## src/rtl/logic16_arbiter.sv

```systemverilog
// Round-robin arbiter sharing one bitwise logic unit (NOT/AND/OR/XOR) between two
// requesters, with registered operands/result and a wrapping completion counter.
module logic16_arbiter #(
    parameter int WIDTH = 16,
    parameter int CNT_W = 16
) (
    input  logic             clock,
    input  logic             reset,
    input  logic             req0_valid,
    output logic             req0_ready,
    input  logic [1:0]       req0_op,
    input  logic [WIDTH-1:0] req0_a,
    input  logic [WIDTH-1:0] req0_b,
    input  logic             req1_valid,
    output logic             req1_ready,
    input  logic [1:0]       req1_op,
    input  logic [WIDTH-1:0] req1_a,
    input  logic [WIDTH-1:0] req1_b,
    output logic             out_valid,
    input  logic             out_ready,
    output logic [WIDTH-1:0] out_data,
    output logic             out_src,
    output logic             busy,
    output logic [CNT_W-1:0] done_count
);

    typedef enum logic [1:0] {IDLE, EXEC, HOLD} state_t;

    state_t             state;
    state_t             state_next;
    logic               last_grant;
    logic               grant;
    logic               accept;
    logic [1:0]         op_q;
    logic [WIDTH-1:0]   a_q;
    logic [WIDTH-1:0]   b_q;
    logic               src_q;
    logic [WIDTH-1:0]   result;

    // Grant selection: a lone requester wins; on contention the one not served last wins.
    always_comb begin
        grant = 1'b0;
        if (req0_valid && req1_valid)
            grant = ~last_grant;
        else if (req1_valid)
            grant = 1'b1;
    end

    always_comb begin
        req0_ready = 1'b0;
        req1_ready = 1'b0;
        if (!reset && state == IDLE) begin
            req0_ready = req0_valid && !grant;
            req1_ready = req1_valid &&  grant;
        end
    end

    assign accept = req0_ready || req1_ready;
    assign busy   = (state != IDLE);

    // The shared unit only ever sees the captured operands.
    always_comb begin
        result = '0;
        case (op_q)
            2'b00: result = ~a_q;
            2'b01: result = a_q & b_q;
            2'b10: result = a_q | b_q;
            2'b11: result = a_q ^ b_q;
            default: result = '0;
        endcase
    end

    always_comb begin
        state_next = state;
        case (state)
            IDLE: if (accept) state_next = EXEC;
            EXEC: state_next = HOLD;
            HOLD: if (out_ready) state_next = IDLE;
            default: state_next = IDLE;
        endcase
    end

    always_ff @(posedge clock) begin
        if (reset) begin
            state      <= IDLE;
            out_valid  <= 1'b0;
            out_data   <= '0;
            out_src    <= 1'b0;
            done_count <= '0;
            last_grant <= 1'b1;
            op_q       <= 2'b00;
            a_q        <= '0;
            b_q        <= '0;
            src_q      <= 1'b0;
        end else begin
            state <= state_next;
            if (accept) begin
                op_q  <= grant ? req1_op : req0_op;
                a_q   <= grant ? req1_a  : req0_a;
                b_q   <= grant ? req1_b  : req0_b;
                src_q <= grant;
            end
            if (state == EXEC) begin
                out_data  <= result;
                out_src   <= src_q;
                out_valid <= 1'b1;
            end
            if (state == HOLD && out_ready) begin
                out_valid  <= 1'b0;
                last_grant <= src_q;
                done_count <= done_count + 1'b1;
            end
        end
    end

endmodule
```

## config.mk

```make
export PLATFORM = sky130hd
export DESIGN_NAME = logic16_arbiter
export DESIGN_NICKNAME = d
export VERILOG_FILES = /design/src/rtl/logic16_arbiter.sv
export SDC_FILE = /design/constraint.sdc
export NUM_CORES = 1
export LEC_CHECK = 0
export BUFFER_PORTS_ARGS = -buffer_cell sky130_fd_sc_hd__buf_4
export CAP_MARGIN = 20
export CORE_AREA = 2 2 94 105
export CTS_CLUSTER_SIZE = 28
export DETAILED_ROUTE_END_ITERATION = 16
export DIE_AREA = 0 0 96 107
export PLACE_DENSITY = 0.69
export SYNTH_ARGS = -nofsm -noshare
export SYNTH_HDL_FRONTEND = slang
export SYNTH_SLANG_ARGS = --single-unit
```

## constraint.sdc

```tcl
create_clock -name clock -period 2.1 [get_ports clock]
set_input_delay 0 -clock clock [delete_from_list [all_inputs] [get_ports clock]]
set_output_delay 0 -clock clock [all_outputs]
set_load 0.05 [all_outputs]
```

# After elaboration in Yosys (flattened, before gate mapping)
# Cells that the tools add are included.
# Widths: inputs -> output; s select.
dict set report op_classes {
  muxes 11
  eq_ne 7
  reduce_logical 13
  add_sub_neg 1
  n_bitwise 5
}
# operator n
set op_table {}
lappend op_table {{$pmux 16 s4} 1}
lappend op_table {{$mux 16} 2}
lappend op_table {{$add 16x1->16 const B} 1}
lappend op_table {{$and 16x16->16} 1}
lappend op_table {{$not 16->16} 1}
lappend op_table {{$or 16x16->16} 1}
lappend op_table {{$xor 16x16->16} 1}
lappend op_table {{$eq 2x2->1 const B} 3}
lappend op_table {{$mux 2} 3}
lappend op_table {{$pmux 2 s3} 1}
lappend op_table {{$logic_and 1x1->1} 5}
lappend op_table {{$eq 2x1->1 const B} 2}
lappend op_table {{$logic_not 2->1} 2}
lappend op_table {{$mux 1} 4}
lappend op_table {{$ne 2x2->1 const B} 2}
lappend op_table {{$logic_not 1->1} 2}
lappend op_table {{$reduce_and 2->1} 1}
lappend op_table {{$reduce_bool 2->1} 1}
lappend op_table {{$reduce_or 2->1} 1}
lappend op_table {{$logic_or 1x1->1} 1}
lappend op_table {{$not 1->1} 1}
dict set report word_totals {
  output_inout_bits 37
  wordCells 47
  ff_bits 72
}

# Logic depth before layout (Yosys ltp)
# Gate-level depths: netlist of run 1.
dict set report depth {
  depth_word 8
  ltp_mapped 7
}

# Worst setup path before layout of run 1
# Ideal clock, no wire load.
dict set report synth_path {
  path_type {register -> register}
  start {register done_count[3]}
  end {register done_count[13]}
  path_stages_with_launch 5
  required_time_ps 2030
  path_slack_ps 395
  synth_period_minus_slack_ps 1705
  t_arrival_ps 1635
  cell_sequence {dfxtp_1 and4_2 nand4_4 or3_1 a21oi_1}
}
dict set report synth_between {
  elab_chain_len 1
}
# item line_no
set synth_lines {}
lappend synth_lines {{from (decl)} 24} ;# output logic [CNT_W-1:0] done_count
lappend synth_lines {{from (signal assigned)} 111} ;# done_count <= done_count + 1'b1;
lappend synth_lines {{$add 16x1->16} 111}
# Every way passes these cells.
# A chain may end at the register's enable or synchronous reset.

# Final worst setup path of run 1
dict set report layout_path {
  start {input req0_valid}
  end {register a_q[12]}
}
dict set report layout_between {
  elab_chain_len 6
}
# item line_no
set layout_lines {}
lappend layout_lines {{from (decl)} 9} ;# input logic req0_valid,
lappend layout_lines {{$logic_and 1x1->1} 43} ;# if (req0_valid && req1_valid)
lappend layout_lines {{$mux 1} 43}
lappend layout_lines {{$logic_not 1->1} 53} ;# req0_ready = req0_valid && !grant;
lappend layout_lines {{$logic_and 1x1->1} 53}
lappend layout_lines {{$mux 1} 52} ;# if (!reset && state == IDLE) begin
lappend layout_lines {{$logic_or 1x1->1} 58} ;# assign accept = req0_ready || req1_ready;
lappend layout_lines {{to (signal assigned)} 99} ;# a_q <= grant ? req1_a : req0_a;
lappend layout_lines {{to (decl)} 35} ;# logic [WIDTH-1:0] a_q;
# Several ways; a longest one is shown, not always the timed one.

==> impl_metrics.toml, run 1 <==
[critical_path]
path_class = "input pin to flip-flop"
startpoint_type = "input pin"
worstPathMaxFanout = 36
crit_top_cell = "dlygate4sd3_1"
critPathCaptureType = "flip-flop"
cpPeakStageDelay_ns = 0.56
worstPathArrival_ns = 1.99
worstPathBufferInverterCount = 4
cpMaxStageDelayCell = "dlygate4sd3_1"
reg2reg_depth = 5
path_cells = "dlygate4sd3_1 -> buf_4 -> a21boi_4 -> buf_12 -> mux2i_1 -> dlygate4sd3_1 -> a211oi_1"
critPathTopFamily = "buffers and inverters"
crit_required_ns = 2.29
worst-path-stages = 7

[job]
cap_violations = 0

[logic_synthesis]
avgSynthCellArea_um2 = 9.83
ys_warn_count = 0
async_reset_ff_share_pct = 0
synth_nets = 522
syn_area_um2 = 4090
synth.distinct_cells = 39
yosys_most_used_dff = "dfxtp_1"
ys_seq_elements = 72
ys_seq_area_share_pct = 35.2
synth_edf_count = 0
syn_inst = 416

[timing]
max_freq_mhz = 557
rsz0062_at_grt = "false"
min_period_over_period_pct = 85.5
setup_tns_ns = 0
setup_viol = 0
drv_slew = 0
setup_ws_ns = 0.304
maxSlewHeadroom_pct = 45.7
period_needed_ns = 1.80
fin_skew_ns = 0.00745
tightest_slew_ns = 0.814
hold_viol = 0

[global_routing]
grt_pass1_vias = 3122
grt_use_total_pct = 17.7
antenna_found_initial = 0
overflow = 0
grt_pass1_wl_um = 14300
grt_max_degree = 72

[cells_and_area]
diodes = 0
final_layout_size_suffix_gt1_share_pct = 30.5
nets = 635
final_cell_count_no_fill = 651
area_delta_synth_final_pct = 30.5

[cts]
cts_buffers = 9
clk_pin_slew_worst_paths_ns = 0.08
cts_tree = "yes"
clkSinkCount = 72
h-tree-depth = 3
cts_resized = 0
clockRootBuffer = "clkbuf_8"
clk_latency_ns = 0.34
cts_buffer_depth = 2

[detailed_routing]
totalWireLength_um = 8590
drcViolationCount = 0
via_per_inst = 5.00
wire_per_inst_um = 13.2
ant_nets = 0
drt_first_pass_iters = 4
vias = 3254
drtIter0Drc = 103

[placement]
post-dp-hpwl_um = 6230
place_ws_ns = 0.441
dpl.cell_count = 621
numPortBuffers = 109
finalWeightedCongestion = 0.777

[power]
power_frac_seq_pct = 41.0
cell_internal_pwr_mw = 2.72
switching_share_pct = 28.6
p_sw_mw = 1.09
clockPowerShare_pct = 34.0
p_per_area_nw_per_um2 = 714
power_mw = 3.81
ir_worst_vdd_uv = 379
power_frac_comb_pct = 25.0
p_leak_nw = 2.36

[floorplan]
core_um2 = 9210
die_width_um = 96
io_pins = 110
dieArea_um2 = 10300
fp-row-count = 37
start_util_pct = 44.4
die_h_um = 107

[worst_hold_path]
hp-class = "input pin to flip-flop"
holdPathStages = 3

[outcome]
outcome = "finished clean"
power by group through the flow:
| stage | clock network (mW) | logic (mW) | registers (mW) |
|---|---|---|---|
| finish | 1.30 | 0.951 | 1.56 |
| global route | 1.39 | 1.05 | 1.58 |
| CTS | 1.33 | 0.965 | 1.57 |
| detailed placement | 0 | 0.940 | 1.60 |
| global placement | 0 | 0.903 | 1.59 |
| floorplan | 0 | 0.553 | 1.70 |
logic make-up (layout without fill, tap and decap cells):
logic type	Yosys count	count (layout)	synth area share, %
compound gates	48	48	9.21
mux	68	68	21.5
fa+ha+maj	33	33	10.1
simple gates	107	107	12.5
buf+inv	78	196	9.33
flops	72	72	35.2
xor+xnor	10	10	2.14
state kept, by name (all words and copies together) (netlist names):
| name | flops |
|---|---|
| out_valid | 1 |
| out_src | 1 |
| state | 2 |
| a_q | 16 |
| b_q | 16 |
| src_q | 1 |
| last_grant | 1 |
| op_q | 2 |
| out_data | 16 |
| done_count | 16 |
through the flow:
| stage | cell area [um^2] | hold slack [ns] | util, % |
|---|---|---|---|
| after floorplan | 4090 | 0.186 | - |
| after CTS | 5340 | 0.00324 | 58.0 |
| after global routing | 5340 | 0.0155 | 58.0 |
| after global placement | 4960 | 0.304 | 53.9 |
| after detailed placement | 4960 | 0.313 | 53.9 |
| final | 5340 | 0.0118 | 58.0 |
synth_stat cells, drive strengths merged, types with 7 or more instances:
library cell | n | share of area, %
a211oi | 34 | 7.2
nand4 | 7 | 1.4
inv | 50 | 4.6
buf | 20 | 3.8
nor2 | 68 | 6.2
mux4 | 16 | 8.8
clkbuf | 8 | 0.98
ha | 33 | 10
dfxtp | 72 | 35
mux2i | 52 | 13
nand2 | 8 | 0.73
layer usage:
metal	share of wire (%)	global-route usage, %
met5	0	0
met4	2.4	8.57
met3	5.0	3.44
met2	48	28.3
met1	44	22.7
cells in the final DEF (no fill, tap or decap), types with 2 or more instances in the layout:
master         count
buf_4            113
dfxtp_1           72
nor2_1            68
mux2i_1           52
inv_1             50
ha_1              33
a211oi_1          26
mux4_2            16
dlygate4sd3_1     14
clkbuf_8           9
nand2_1            8
a211oi_2           8
nand4_1            6
o21ai_0            5
a21oi_1            5
xnor2_1            5
xor2_1             5
nor3_1             4
or3_1              4
bufinv_16          3
buf_12             3
and3_2             2
nor4_1             2
nand3_1            2
clkinv_2           2
cell type report:
| type | count | area [um^2] |
|---|---|---|
| timing repair buffer | 130 | 1050 |
| fill | 791 | 3870 |
| clock inverter | 6 | 108 |
| inverter | 50 | 188 |
| tap | 117 | 146 |
| sequential | 72 | 1440 |
| clock buffer | 10 | 128 |
| multi-input combinational | 266 | 2280 |
worst reg2reg max path: cells and delay by family (launching register included):
family	cells	cell delay, ns
flops	1	0.34
buf+inv	2	0.81
mux	1	0.22
compound gates	2	0.24
path summary, 6_finish.rpt:
kind / slack, ns / end / from
max: 0.30 / a_q[12] / req0_valid
min: 0.01 / b_q[3] / req0_b[3]
max reg2reg: 0.34 / a_q[12] / last_grant
min reg2reg: 0.49 / done_count[15] / done_count[15]
timing repair:
item	CTS	global route
setup buffers	0	0
hold buffers	14	0
hold endpoints to repair	10	0
endpoints found under the setup margin	0	0
Note: power is estimated with default switching activity, not from simulation.
==> run 2: changes to the inputs <==
MAX_ROUTING_LAYER = met4   (was default)
==> run 2 against run 1 <==
  * Global-route usage is 0.48 points higher
  * Core utilization did not move
  * Worst setup slack worse by 0.0013 ns
  * Routed wire length decreased by 0.27%
  * Sequential share of layout area unchanged
  * Cell area did not move
  * Critical path depth unchanged
  * Total power about the same
  * Clock power about the same
  * First-iteration DRC count down 5.8%
  * Clock skew about the same
  * Critical path type unchanged
  * Largest power group unchanged
==> impl_metrics.toml, run 2 (synthesis gave the netlist of run 1 again) <==
[critical_path]
critPathCaptureType = "flip-flop"
crit_top_cell = "dlygate4sd3_1"
crit_required_ns = 2.29
path_class = "input pin to flip-flop"
cpMaxStageDelayCell = "dlygate4sd3_1"
worstPathMaxFanout = 36
startpoint_type = "input pin"
path_cells = "dlygate4sd3_1 -> buf_4 -> a21boi_4 -> buf_12 -> mux2i_1 -> dlygate4sd3_1 -> a211oi_1"
cpPeakStageDelay_ns = 0.57
worstPathArrival_ns = 1.99

[timing]
maxSlewHeadroom_pct = 46.2
max_freq_mhz = 556
setup_ws_ns = 0.303
fin_skew_ns = 0.00748
hold_viol = 0
period_needed_ns = 1.80
min_period_over_period_pct = 85.6
drv_slew = 0
setup_viol = 0
rsz0062_at_grt = "false"
tightest_slew_ns = 0.807
setup_tns_ns = 0

[power]
ir_worst_vdd_uv = 378
p_per_area_nw_per_um2 = 714
p_leak_nw = 2.36

[cts]
cts_buffer_depth = 2
clk_pin_slew_worst_paths_ns = 0.08
cts.hold.buffers_added = 14
cts_tree = "yes"
cts_setup_buffers = 0
cts_buffers = 9
h-tree-depth = 3
cts_resized = 0
clkSinkCount = 72
clockRootBuffer = "clkbuf_8"
clk_latency_ns = 0.34

[global_routing]
grt_pass1_wl_um = 14300
grt_pass1_vias = 3119
antenna_found_initial = 0
overflow = 0
grt_max_degree = 72
grt_use_total_pct = 18.2

[floorplan]
core_um2 = 9210
die_h_um = 107
start_util_pct = 44.4
die_width_um = 96
dieArea_um2 = 10300
io_pins = 110
fp-row-count = 37

[cells_and_area]
area_delta_synth_final_pct = 30.5
seqCellArea_um2 = 1440
diodes = 0
nets = 635
layout_commonest_cell = "buf_4"
design_area_um2 = 5340
final_layout_size_suffix_gt1_share_pct = 30.5
fillers = 791
multiInputGateArea_um2 = 2280
final_cell_mix = "buf_4 (113), dfxtp_1 (72), nor2_1 (68)"

[placement]
finalWeightedCongestion = 0.788
post-dp-hpwl_um = 6230
numPortBuffers = 109
place_ws_ns = 0.441
postPlaceCellArea_um2 = 4960

[detailed_routing]
via_per_inst = 4.99
vias = 3251
wire_per_inst_um = 13.2
drtIter0Drc = 97
totalWireLength_um = 8570
drt_first_pass_iters = 4
drcViolationCount = 0
ant_nets = 0

[job]
cap_violations = 0

[worst_hold_path]
hp-class = "input pin to flip-flop"

[outcome]
outcome = "finished clean"
## run 2: power by group
part | switching [mW] | internal (mW) | total, mW
clock network | 0.511 | 0.785 | 1.30
registers | 0.0904 | 1.47 | 1.56
logic | 0.489 | 0.462 | 0.951
total | 1.09 | 2.72 | 3.81
## run 2: worst paths after layout
kind                       start              to  slack [ns]  depth (start not counted)
setup / recovery      req0_valid         a_q[12]        0.30                          7
hold / removal         req0_b[3]          b_q[3]        0.01                          3
setup reg to reg      last_grant         a_q[12]        0.34                          5
hold reg to reg   done_count[15]  done_count[15]        0.49                          2
## run 2: final cells by class
type                    instances  share of cell area (%)
multi-input cells             266                    42.7
flip-flops and latches         72                    27.0
repair buffers                130                    19.6
inverters                      50                    3.52
well taps                     117                    2.74
clock buffers                  10                    2.39
clock inverters                 6                    2.02
## run 2: critical path: cells and delay by family
family          cells  cell delay (ns)
compound gates      2             0.25
buf+inv             4             1.53
mux                 1             0.21
## run 2: layer usage
metal | share of wire (%) | vias up | global-route usage, %
li1 | - | 1659 | -
met1 | 44 | 1494 | 22.9
met2 | 48 | 83 | 28.3
met3 | 4.8 | 15 | 3.23
met4 | 2.4 | 0 | 8.57
met5 | 0 | - | -
## run 2: through the flow
step,hold slack [ns],power [mW],cells,util (%)
floorplan,0.186,2.25,416,-
global placement,0.304,2.50,621,53.9
detailed placement,0.313,2.54,621,53.9
CTS,0.00324,3.86,651,58.0
global route,0.0155,4.02,651,58.0
finish,0.0127,3.81,651,58.0
==> run 3: changes to the inputs <==
--- a/config.mk
+++ b/config.mk
@@ -9,6 +9,7 @@
 export CAP_MARGIN = 20
-export CORE_AREA = 2 2 94 105
+export CORE_AREA = 2 2 104 96
 export CTS_CLUSTER_SIZE = 28
 export DETAILED_ROUTE_END_ITERATION = 16
-export DIE_AREA = 0 0 96 107
+export DIE_AREA = 0 0 106 98
+export GPL_ROUTABILITY_DRIVEN = 0
 export MAX_ROUTING_LAYER = met4
--- a/constraint.sdc
+++ b/constraint.sdc
@@ -3,2 +3,2 @@
 set_output_delay 0 -clock clock [all_outputs]
-set_load 0.05 [all_outputs]
+set_load 0.01 [all_outputs]
==> run 3 against run 2 <==
  * Largest power group unchanged
  * Via count up 1.0%
  * Highest routed layer unchanged
  * Combinational power down 12%
  * First-iteration DRC count up 7.2%
  * Global-route usage up 0.44 points
==> impl_metrics.toml, run 3 (synthesis gave the netlist of run 1 again) <==
[timing]
tightest_slew_ns = 0.788
maxSlewHeadroom_pct = 47.5
whs_ns = 0.0147
rsz0062_at_grt = "false"
setup_ws_ns = 0.184
hold_viol = 0
setup_tns_ns = 0
period_needed_ns = 1.92
setup_viol = 0
drv_slew = 0
min_period_over_period_pct = 91.3
max_freq_mhz = 522
fin_skew_ns = 0.00933

[cells_and_area]
diodes = 0
seqCellArea_um2 = 1440
area_delta_synth_final_pct = 30.6
layout_commonest_cell = "buf_4"
final_layout_size_suffix_gt1_share_pct = 30.6
fillers = 803
multiInputGateArea_um2 = 2280
nets = 641
final_cell_mix = "buf_4 (117), dfxtp_1 (72), nor2_1 (68)"
post-route-util_pct = 56.8

[floorplan]
die_h_um = 98
start_util_pct = 43.5
die_width_um = 106
io_pins = 110
dieArea_um2 = 10400
fp-row-count = 34
core_um2 = 9400

[detailed_routing]
via_per_inst = 4.93
wire_per_inst_um = 13.7
drcViolationCount = 0
drtIter0Drc = 104
vias = 3285
totalWireLength_um = 9100
drt_first_pass_iters = 4
ant_nets = 0

[cts]
cts_tree = "yes"
clk_pin_slew_worst_paths_ns = 0.08
clkSinkCount = 72
clockRootBuffer = "clkbuf_8"
h-tree-depth = 3
cts_resized = 0
cts_setup_buffers = 0
cts_buffers = 9
clk_latency_ns = 0.35
cts_buffer_depth = 2

[critical_path]
startpoint_type = "input pin"
path_class = "input pin to flip-flop"
worstPathArrival_ns = 2.17
r2r_start = "last_grant"
critPathCaptureType = "flip-flop"
setup.worst_path.start = "req0_valid"
ff2ff_setup_slack_ns = 0.23
crit_required_ns = 2.36
worstPathMaxFanout = 25

[global_routing]
grt_pass1_wl_um = 15000
overflow = 0
grt_max_degree = 72
grt_pass1_vias = 3245
antenna_found_initial = 0
grt_use_total_pct = 18.7

[placement]
place_ws_ns = 0.492
numPortBuffers = 109
post-dp-hpwl_um = 6590

[outcome]
outcome = "finished clean"

[power]
power_mw = 3.49
ir_worst_vdd_uv = 334
p_leak_nw = 2.37
p_per_area_nw_per_um2 = 654
cell_internal_pwr_mw = 2.52
power_frac_comb_pct = 23.8
power_frac_seq_pct = 44.8
clockPowerShare_pct = 31.3
switching_share_pct = 28.0
p_sw_mw = 0.978

[worst_hold_path]
min_from = "req0_b[6]"
hp-class = "input pin to flip-flop"

[job]
cap_violations = 0
[run 3: metal layers]
metal  vias to the layer above  global-route usage, %  share of wire (%)
met2                        84                   32.3                 50
met5                         -                      -                  0
met1                      1513                   22.5                 46
met3                         9                   4.54                4.1
li1                       1679                      -                  -
met4                         0                   3.04               0.62
[run 3: final cells by class]
type                       instances  share of cell area [%]
inverter                          50                    3.51
timing repair buffer             136                    20.2
sequential                        72                    27.0
tap                              126                    2.95
clock inverter                     5                    1.05
multi-input combinational        266                    42.7
clock buffer                      11                    2.65
[run 3: critical path, cell delays in order]
cell and delay (ns):
dlygate4sd3_1 0.55, buf_4 0.16, a21boi_4 0.15, buf_4 0.38
mux2i_1 0.12, dlygate4sd3_1 0.57, a211oi_1 0.23
[run 3: power by group through the flow]
| stage | Sequential [mW] | Combinational, mW | Clock [mW] |
|---|---|---|---|
| floorplan | 1.58 | 0.538 | 0 |
| global placement | 1.59 | 0.771 | 0 |
| detailed placement | 1.60 | 0.808 | 0 |
| CTS | 1.57 | 0.843 | 1.13 |
| global route | 1.58 | 0.924 | 1.17 |
| finish | 1.57 | 0.833 | 1.09 |
[run 3: path summary, 6_finish.rpt]
kind,cells after the start,endpoint
hold / removal,3,b_q[6]
setup reg to reg,5,b_q[10]
setup / recovery,7,b_q[10]
hold reg to reg,2,done_count[15]
[run 3: repair_timing]
| item | in CTS | in global routing |
|---|---|---|
| hold endpoints to repair | 11 | 0 |
| hold buffers | 18 | 0 |
| setup endpoints to repair | 0 | 0 |
[run 3: stage by stage]
| step | area (um^2) | cells |
|---|---|---|
| 2_1_floorplan | 4090 | 416 |
| 3_3_place_gp | 4960 | 632 |
| 3_5_place_dp | 4960 | 632 |
| 4_1_cts | 5340 | 666 |
| 5_1_grt | 5340 | 666 |
| 6_report | 5340 | 666 |
